**src/rtl/float_struct_pkg.sv**
```systemverilog
// Shared types for the float normalize/round pipeline: result classes,
// IEEE-754 single constants and the inter-stage register layouts.
package float_struct;

  localparam int MANT_WIDTH = 28;
  localparam int EXP_WIDTH  = 10;

  localparam int          BIAS    = 127;
  localparam int          EXP_MAX = 255;
  localparam logic [31:0] QNAN    = 32'h7FC0_0000;

  typedef enum logic [1:0] {
    ST_OK  = 2'b00,
    ST_NAN = 2'b01,
    ST_INF = 2'b10,
    ST_NUL = 2'b11
  } states_t;

  // Stage 1: raw operand plus leading-one position.
  typedef struct packed {
    logic                         vld;
    logic                         sign;
    logic signed [EXP_WIDTH-1:0]  exp;
    logic [MANT_WIDTH-1:0]        mant;
    states_t                      st;
    logic [4:0]                   lead;
    logic                         zero;
  } s1_t;

  // Stage 2: mantissa normalized so the hidden bit sits at [26].
  typedef struct packed {
    logic                         vld;
    logic                         sign;
    logic signed [EXP_WIDTH-1:0]  exp;
    logic [MANT_WIDTH-1:0]        mant;
    states_t                      st;
    logic                         zero;
  } s2_t;

  // Stage 3: rounded fraction and exponent, not yet range-checked.
  typedef struct packed {
    logic                         vld;
    logic                         sign;
    logic signed [EXP_WIDTH-1:0]  exp;
    logic [22:0]                  frac;
    states_t                      st;
    logic                         zero;
  } s3_t;

endpackage

```
**src/rtl/lzc28.sv**
```systemverilog
// Leading-one detector for the 28-bit raw mantissa: position of the
// highest set bit, plus a flag when no bit is set.
module lzc28 (
  input  logic [27:0] value,
  output logic [4:0]  pos,
  output logic        zero
);

  always_comb begin
    pos = 5'd0;
    // Ascending scan so the highest set bit is the last assignment.
    for (int i = 0; i < 28; i++) begin
      if (value[i]) pos = 5'(i);
    end
    zero = ~|value;
  end

endmodule

```
**src/rtl/fp_normalize_round.sv**
```systemverilog
// Post-adder normalize, round-to-nearest-even and pack into IEEE-754
// single precision; four registered steps, one result per input.
module fp_normalize_round
  import float_struct::*;
#(
  parameter int MANT_W = 28,
  parameter int EXP_W  = 10
) (
  input  logic              clk,
  input  logic              rst,
  input  logic              in_vld,
  input  logic              in_sign,
  input  logic [EXP_W-1:0]  in_exp,
  input  logic [MANT_W-1:0] in_mant,
  input  logic [1:0]        in_state,
  output logic [31:0]       result,
  output logic [1:0]        state,
  output logic              res_vld
);

  s1_t s1_reg, s1_next;
  s2_t s2_reg, s2_next;
  s3_t s3_reg, s3_next;

  logic [4:0] lead;
  logic       lead_zero;

  lzc28 u_lzc (
    .value (in_mant),
    .pos   (lead),
    .zero  (lead_zero)
  );

  always_comb begin
    s1_next      = '0;
    s1_next.vld  = in_vld;
    s1_next.sign = in_sign;
    s1_next.exp  = $signed(in_exp);
    s1_next.mant = in_mant;
    s1_next.st   = states_t'(in_state);
    s1_next.lead = lead;
    s1_next.zero = lead_zero;
  end

  logic [4:0] shift_amt;

  always_comb begin
    s2_next      = '0;
    s2_next.vld  = s1_reg.vld;
    s2_next.sign = s1_reg.sign;
    s2_next.st   = s1_reg.st;
    s2_next.zero = s1_reg.zero;
    s2_next.exp  = s1_reg.exp;
    s2_next.mant = s1_reg.mant;
    shift_amt    = 5'd26 - s1_reg.lead;
    if (s1_reg.mant[27]) begin
      // Carry out of the adder: drop one bit but keep it in the sticky.
      s2_next.mant = {1'b0, s1_reg.mant[27:2], s1_reg.mant[1] | s1_reg.mant[0]};
      s2_next.exp  = s1_reg.exp + EXP_WIDTH'(1);
    end else if (!s1_reg.zero && s1_reg.lead < 5'd26) begin
      s2_next.mant = s1_reg.mant << shift_amt;
      s2_next.exp  = s1_reg.exp - $signed({{(EXP_WIDTH-5){1'b0}}, shift_amt});
    end
  end

  logic        round_inc;
  logic [24:0] rounded;

  always_comb begin
    s3_next      = '0;
    s3_next.vld  = s2_reg.vld;
    s3_next.sign = s2_reg.sign;
    s3_next.st   = s2_reg.st;
    s3_next.zero = s2_reg.zero;
    round_inc    = s2_reg.mant[2] & (s2_reg.mant[1] | s2_reg.mant[0] | s2_reg.mant[3]);
    rounded      = {1'b0, s2_reg.mant[26:3]} + {24'd0, round_inc};
    s3_next.frac = rounded[22:0];
    s3_next.exp  = s2_reg.exp;
    if (rounded[24]) begin
      s3_next.frac = 23'd0;
      s3_next.exp  = s2_reg.exp + EXP_WIDTH'(1);
    end
  end

  logic [31:0] pack_res;
  states_t     pack_st;

  always_comb begin
    pack_res = {s3_reg.sign, s3_reg.exp[7:0], s3_reg.frac};
    pack_st  = ST_OK;
    if (s3_reg.st == ST_NAN) begin
      pack_res = QNAN;
      pack_st  = ST_NAN;
    end else if (s3_reg.st == ST_INF) begin
      pack_res = {s3_reg.sign, 8'hFF, 23'd0};
      pack_st  = ST_INF;
    end else if (s3_reg.st == ST_NUL || s3_reg.zero) begin
      pack_res = {s3_reg.sign, 31'd0};
      pack_st  = ST_NUL;
    end else if (s3_reg.exp >= $signed(EXP_WIDTH'(EXP_MAX))) begin
      pack_res = {s3_reg.sign, 8'hFF, 23'd0};
      pack_st  = ST_INF;
    end else if (s3_reg.exp <= $signed(EXP_WIDTH'(0))) begin
      // No subnormal output: anything below the normal range flushes.
      pack_res = {s3_reg.sign, 31'd0};
      pack_st  = ST_NUL;
    end
  end

  always_ff @(posedge clk) begin
    if (rst) begin
      s1_reg  <= '0;
      s2_reg  <= '0;
      s3_reg  <= '0;
      result  <= 32'd0;
      state   <= ST_OK;
      res_vld <= 1'b0;
    end else begin
      s1_reg  <= s1_next;
      s2_reg  <= s2_next;
      s3_reg  <= s3_next;
      res_vld <= s3_reg.vld;
      if (s3_reg.vld) begin
        result <= pack_res;
        state  <= pack_st;
      end
    end
  end

endmodule

```
**config.mk**
```make
export PLATFORM = sky130hd
export DESIGN_NAME = fp_normalize_round
export DESIGN_NICKNAME = d
export VERILOG_FILES = /design/src/rtl/float_struct_pkg.sv /design/src/rtl/lzc28.sv /design/src/rtl/fp_normalize_round.sv
export SDC_FILE = /design/constraint.sdc
export NUM_CORES = 1
export LEC_CHECK = 0
export CAP_MARGIN = 10
export CORE_ASPECT_RATIO = 0.9
export CORE_MARGIN = 2
export CORE_UTILIZATION = 40
export DETAILED_ROUTE_END_ITERATION = 6
export GPL_TIMING_DRIVEN = 0
export PLACE_DENSITY_LB_ADDON = 0.1
export SYNTH_ARGS = -nofsm -noshare
export SYNTH_HDL_FRONTEND = slang
export SYNTH_HIERARCHICAL = 1
export SYNTH_SLANG_ARGS = --single-unit
```
**constraint.sdc**
```tcl
create_clock -name clk -period 8.58 [get_ports clk]
set_clock_uncertainty 0.15 [all_clocks]
set_input_delay 0.858 -clock clk [delete_from_list [all_inputs] [get_ports clk]]
set_output_delay 0.858 -clock clk [all_outputs]
set_load 0.02 [all_outputs]
```
==> flow_summary.toml <==
[worst_setup_path]
cp_data_arrival_time_ns = 4.31
startpoint_type = "flop"
cp_num_buf_inv = 6
cp_max_fo = 10
cp_data_required_time_ns = 8.72
slowest_delay_ns = 0.53
cpMaxStageDelayCell = "mux4_2"
end_kind = "flop"
path_cells = "buf_2, buf_4, buf_2, inv_1, ha_1, clkbuf_1, clkbuf_1, mux4_2, mux4_2, a2111oi_0, nor3_1"
crit_family = "buffers and inverters"
critical_path_class = "flop to flop"

[detailed_routing]
ant_nets = 0
wirelength_um = 21220
vias = 6733
dr.pass1.iters = 5
drtIter0Drc = 563
via_per_inst = 5.408
drc = 0
wl_per_cell_um = 17.04

[timing]
rsz0062_at_grt = "no"
relSlewSlack = 0.2973
worstMarginPinSlew_ns = 1.039
min_period_over_period = 0.4853
hold_viol = 0
fin_crit_ns = 4.164
setup_viol_count_final = 0
fin_tns_setup_ns = 0
max_freq_mhz = 240.2
drv_slew = 0

[floorplan]
num_io_pins = 79
die_x_um = 153.1
core_sq_mm = 0.01980
die_y_um = 138.1
num_rows = 49
die_area_sq_mm = 0.02114
start_util = 0.4039

[clock_network]
cts_resized = 0
cts_tree = "built"
cts_setup_buffers = 0
clk_latency_ns = 0.43
cts_buffer_depth = 2
cts_buffers = 17
htree_num_levels = 4
root_buffer = "clkbuf_16"
ctsHoldBuffers = 0
cts_sinks = 163
clk_pin_slew_ns = 0.07

[pwr]
p_leak_nw = 3.463
ir_drop_mv = 0.1131
total_power_w = 0.001916
power_density_mw_per_mm2 = 197.9

[logic_synthesis]
syn_nets = 936
synthArstFlopShare = 0
synth_top_cell_by_area = "dfxtp_1"
ys_top_cells_by_area = "dfxtp_1, nor2b_1, mux4_2"
ys_ff_latch = 163
syn_area_sq_mm = 0.007998
ys_warn_count = 6
synth_sequential_area_ratio = 0.4080
synth_cell_types = 70
synthTopCellsByCount = "dfxtp_1, nor2b_1, nor2_1"
synth-edff-count = 0
synth.most_common_cell = "dfxtp_1"
ys.flop_type = "dfxtp_1"
netlist.area_leader.share = 0.4080
avgSynthCellArea_sq_um = 9.078
syn_inst = 881

[finish]
antenna-diode-count = 0
area_growth_pct = 21.09
largest_register_ffs = 48
drive_above_1_share = 0.1010
finish.utilization = 0.4890
fin_nets = 1032

[place]
place_congestion = 0.9332
io_buffers = 77
place_hpwl_um = 16190

[grt]
antenna_found_initial = 0
globalRouteTotalUtil = 0.1984
grt_pass1_wl_um = 33560
grt_overflow = 0
grt_max_degree = 17
first_global_vias = 6203

[flow_run]
max_cap_viol_count = 0

[run_status]
outcome = "complete, no violations"

[min_path]
hold_path.class = "flop to flop"
[path summary, 6_finish.rpt]
path	from	end	slack (ns)	depth (start not counted)
worst max register to register	s1_reg[1]$_SDFF_PP0_	s2_reg[22]$_SDFF_PP0_	4.42	11
worst min-delay path	s1_reg[47]$_SDFF_PP0_	s2_reg[42]$_SDFF_PP0_	0.29	1
worst max-delay path	s1_reg[1]$_SDFF_PP0_	s2_reg[22]$_SDFF_PP0_	4.42	11
worst min register to register	s1_reg[47]$_SDFF_PP0_	s2_reg[42]$_SDFF_PP0_	0.29	1
[power breakdown]
| part | total (W) | switching (W) | leakage (nW) | internal, W |
|---|---|---|---|---|
| Sequential | 0.000839 | 0.0000401 | 1.34 | 0.000798 |
| Clock | 0.000774 | 0.000338 | 0.285 | 0.000437 |
| Combinational | 0.000303 | 0.000168 | 1.84 | 0.000135 |
[per-layer routing]
metal	GRT usage	share of wire
met1	0.2791	0.48
met2	0.3033	0.44
met3	0.04451	0.061
met4	0.06433	0.018
met5	0	0
[area by class of cell]
| type | instances | area (sq um) |
|---|---|---|
| Multi-Input combinational cell | 627 | 4378 |
| Inverter | 39 | 146.4 |
| Tap cell | 255 | 319.1 |
| Fill cell | 1909 | 10120 |
| Clock buffer | 17 | 425.4 |
| Sequential cell | 163 | 3263 |
| Timing Repair Buffer | 77 | 770.7 |
| Buffer | 52 | 210.2 |
| Clock inverter | 15 | 171.4 |
[layout by cell type, fill, tap and decap left out, types with 23 or more instances in the layout]
| cell type | instances |
|---|---|
| a221oi_1 | 34 |
| dfxtp_1 | 163 |
| nand3_1 | 29 |
| nor2b_1 | 94 |
| o21ai_0 | 24 |
| mux4_2 | 23 |
| nand2_1 | 45 |
| inv_1 | 34 |
| clkbuf_1 | 38 |
| clkdlybuf4s50_1 | 77 |
| nor2_1 | 88 |
| a21oi_1 | 55 |
| nor3_1 | 25 |
[per-stage QoR]
stage	setup slack, ns	hold slack (ns)	instances	area (sq um)
5_1_grt	4.196	0.3076	1245	9684
3_5_place_dp	4.412	0.2739	1213	9087
4_1_cts	4.392	0.2896	1245	9684
3_3_place_gp	4.438	0.2684	1213	9087
6_report	4.416	0.2866	1245	9684
2_1_floorplan	5.095	0.2638	881	7998
[cell families (layout without fill, tap and decap cells)]
| logic type | Yosys count | in the layout | synth area share |
|---|---|---|---|
| simple gates | 356 | 356 | 0.2358 |
| compound gates | 176 | 176 | 0.1529 |
| flops | 163 | 163 | 0.4080 |
| buf+inv | 91 | 200 | 0.04459 |
| mux | 56 | 56 | 0.1081 |
| xor+xnor | 28 | 28 | 0.03254 |
| fa+ha+maj | 11 | 11 | 0.01815 |
Power figures use the tool's default switching activity.
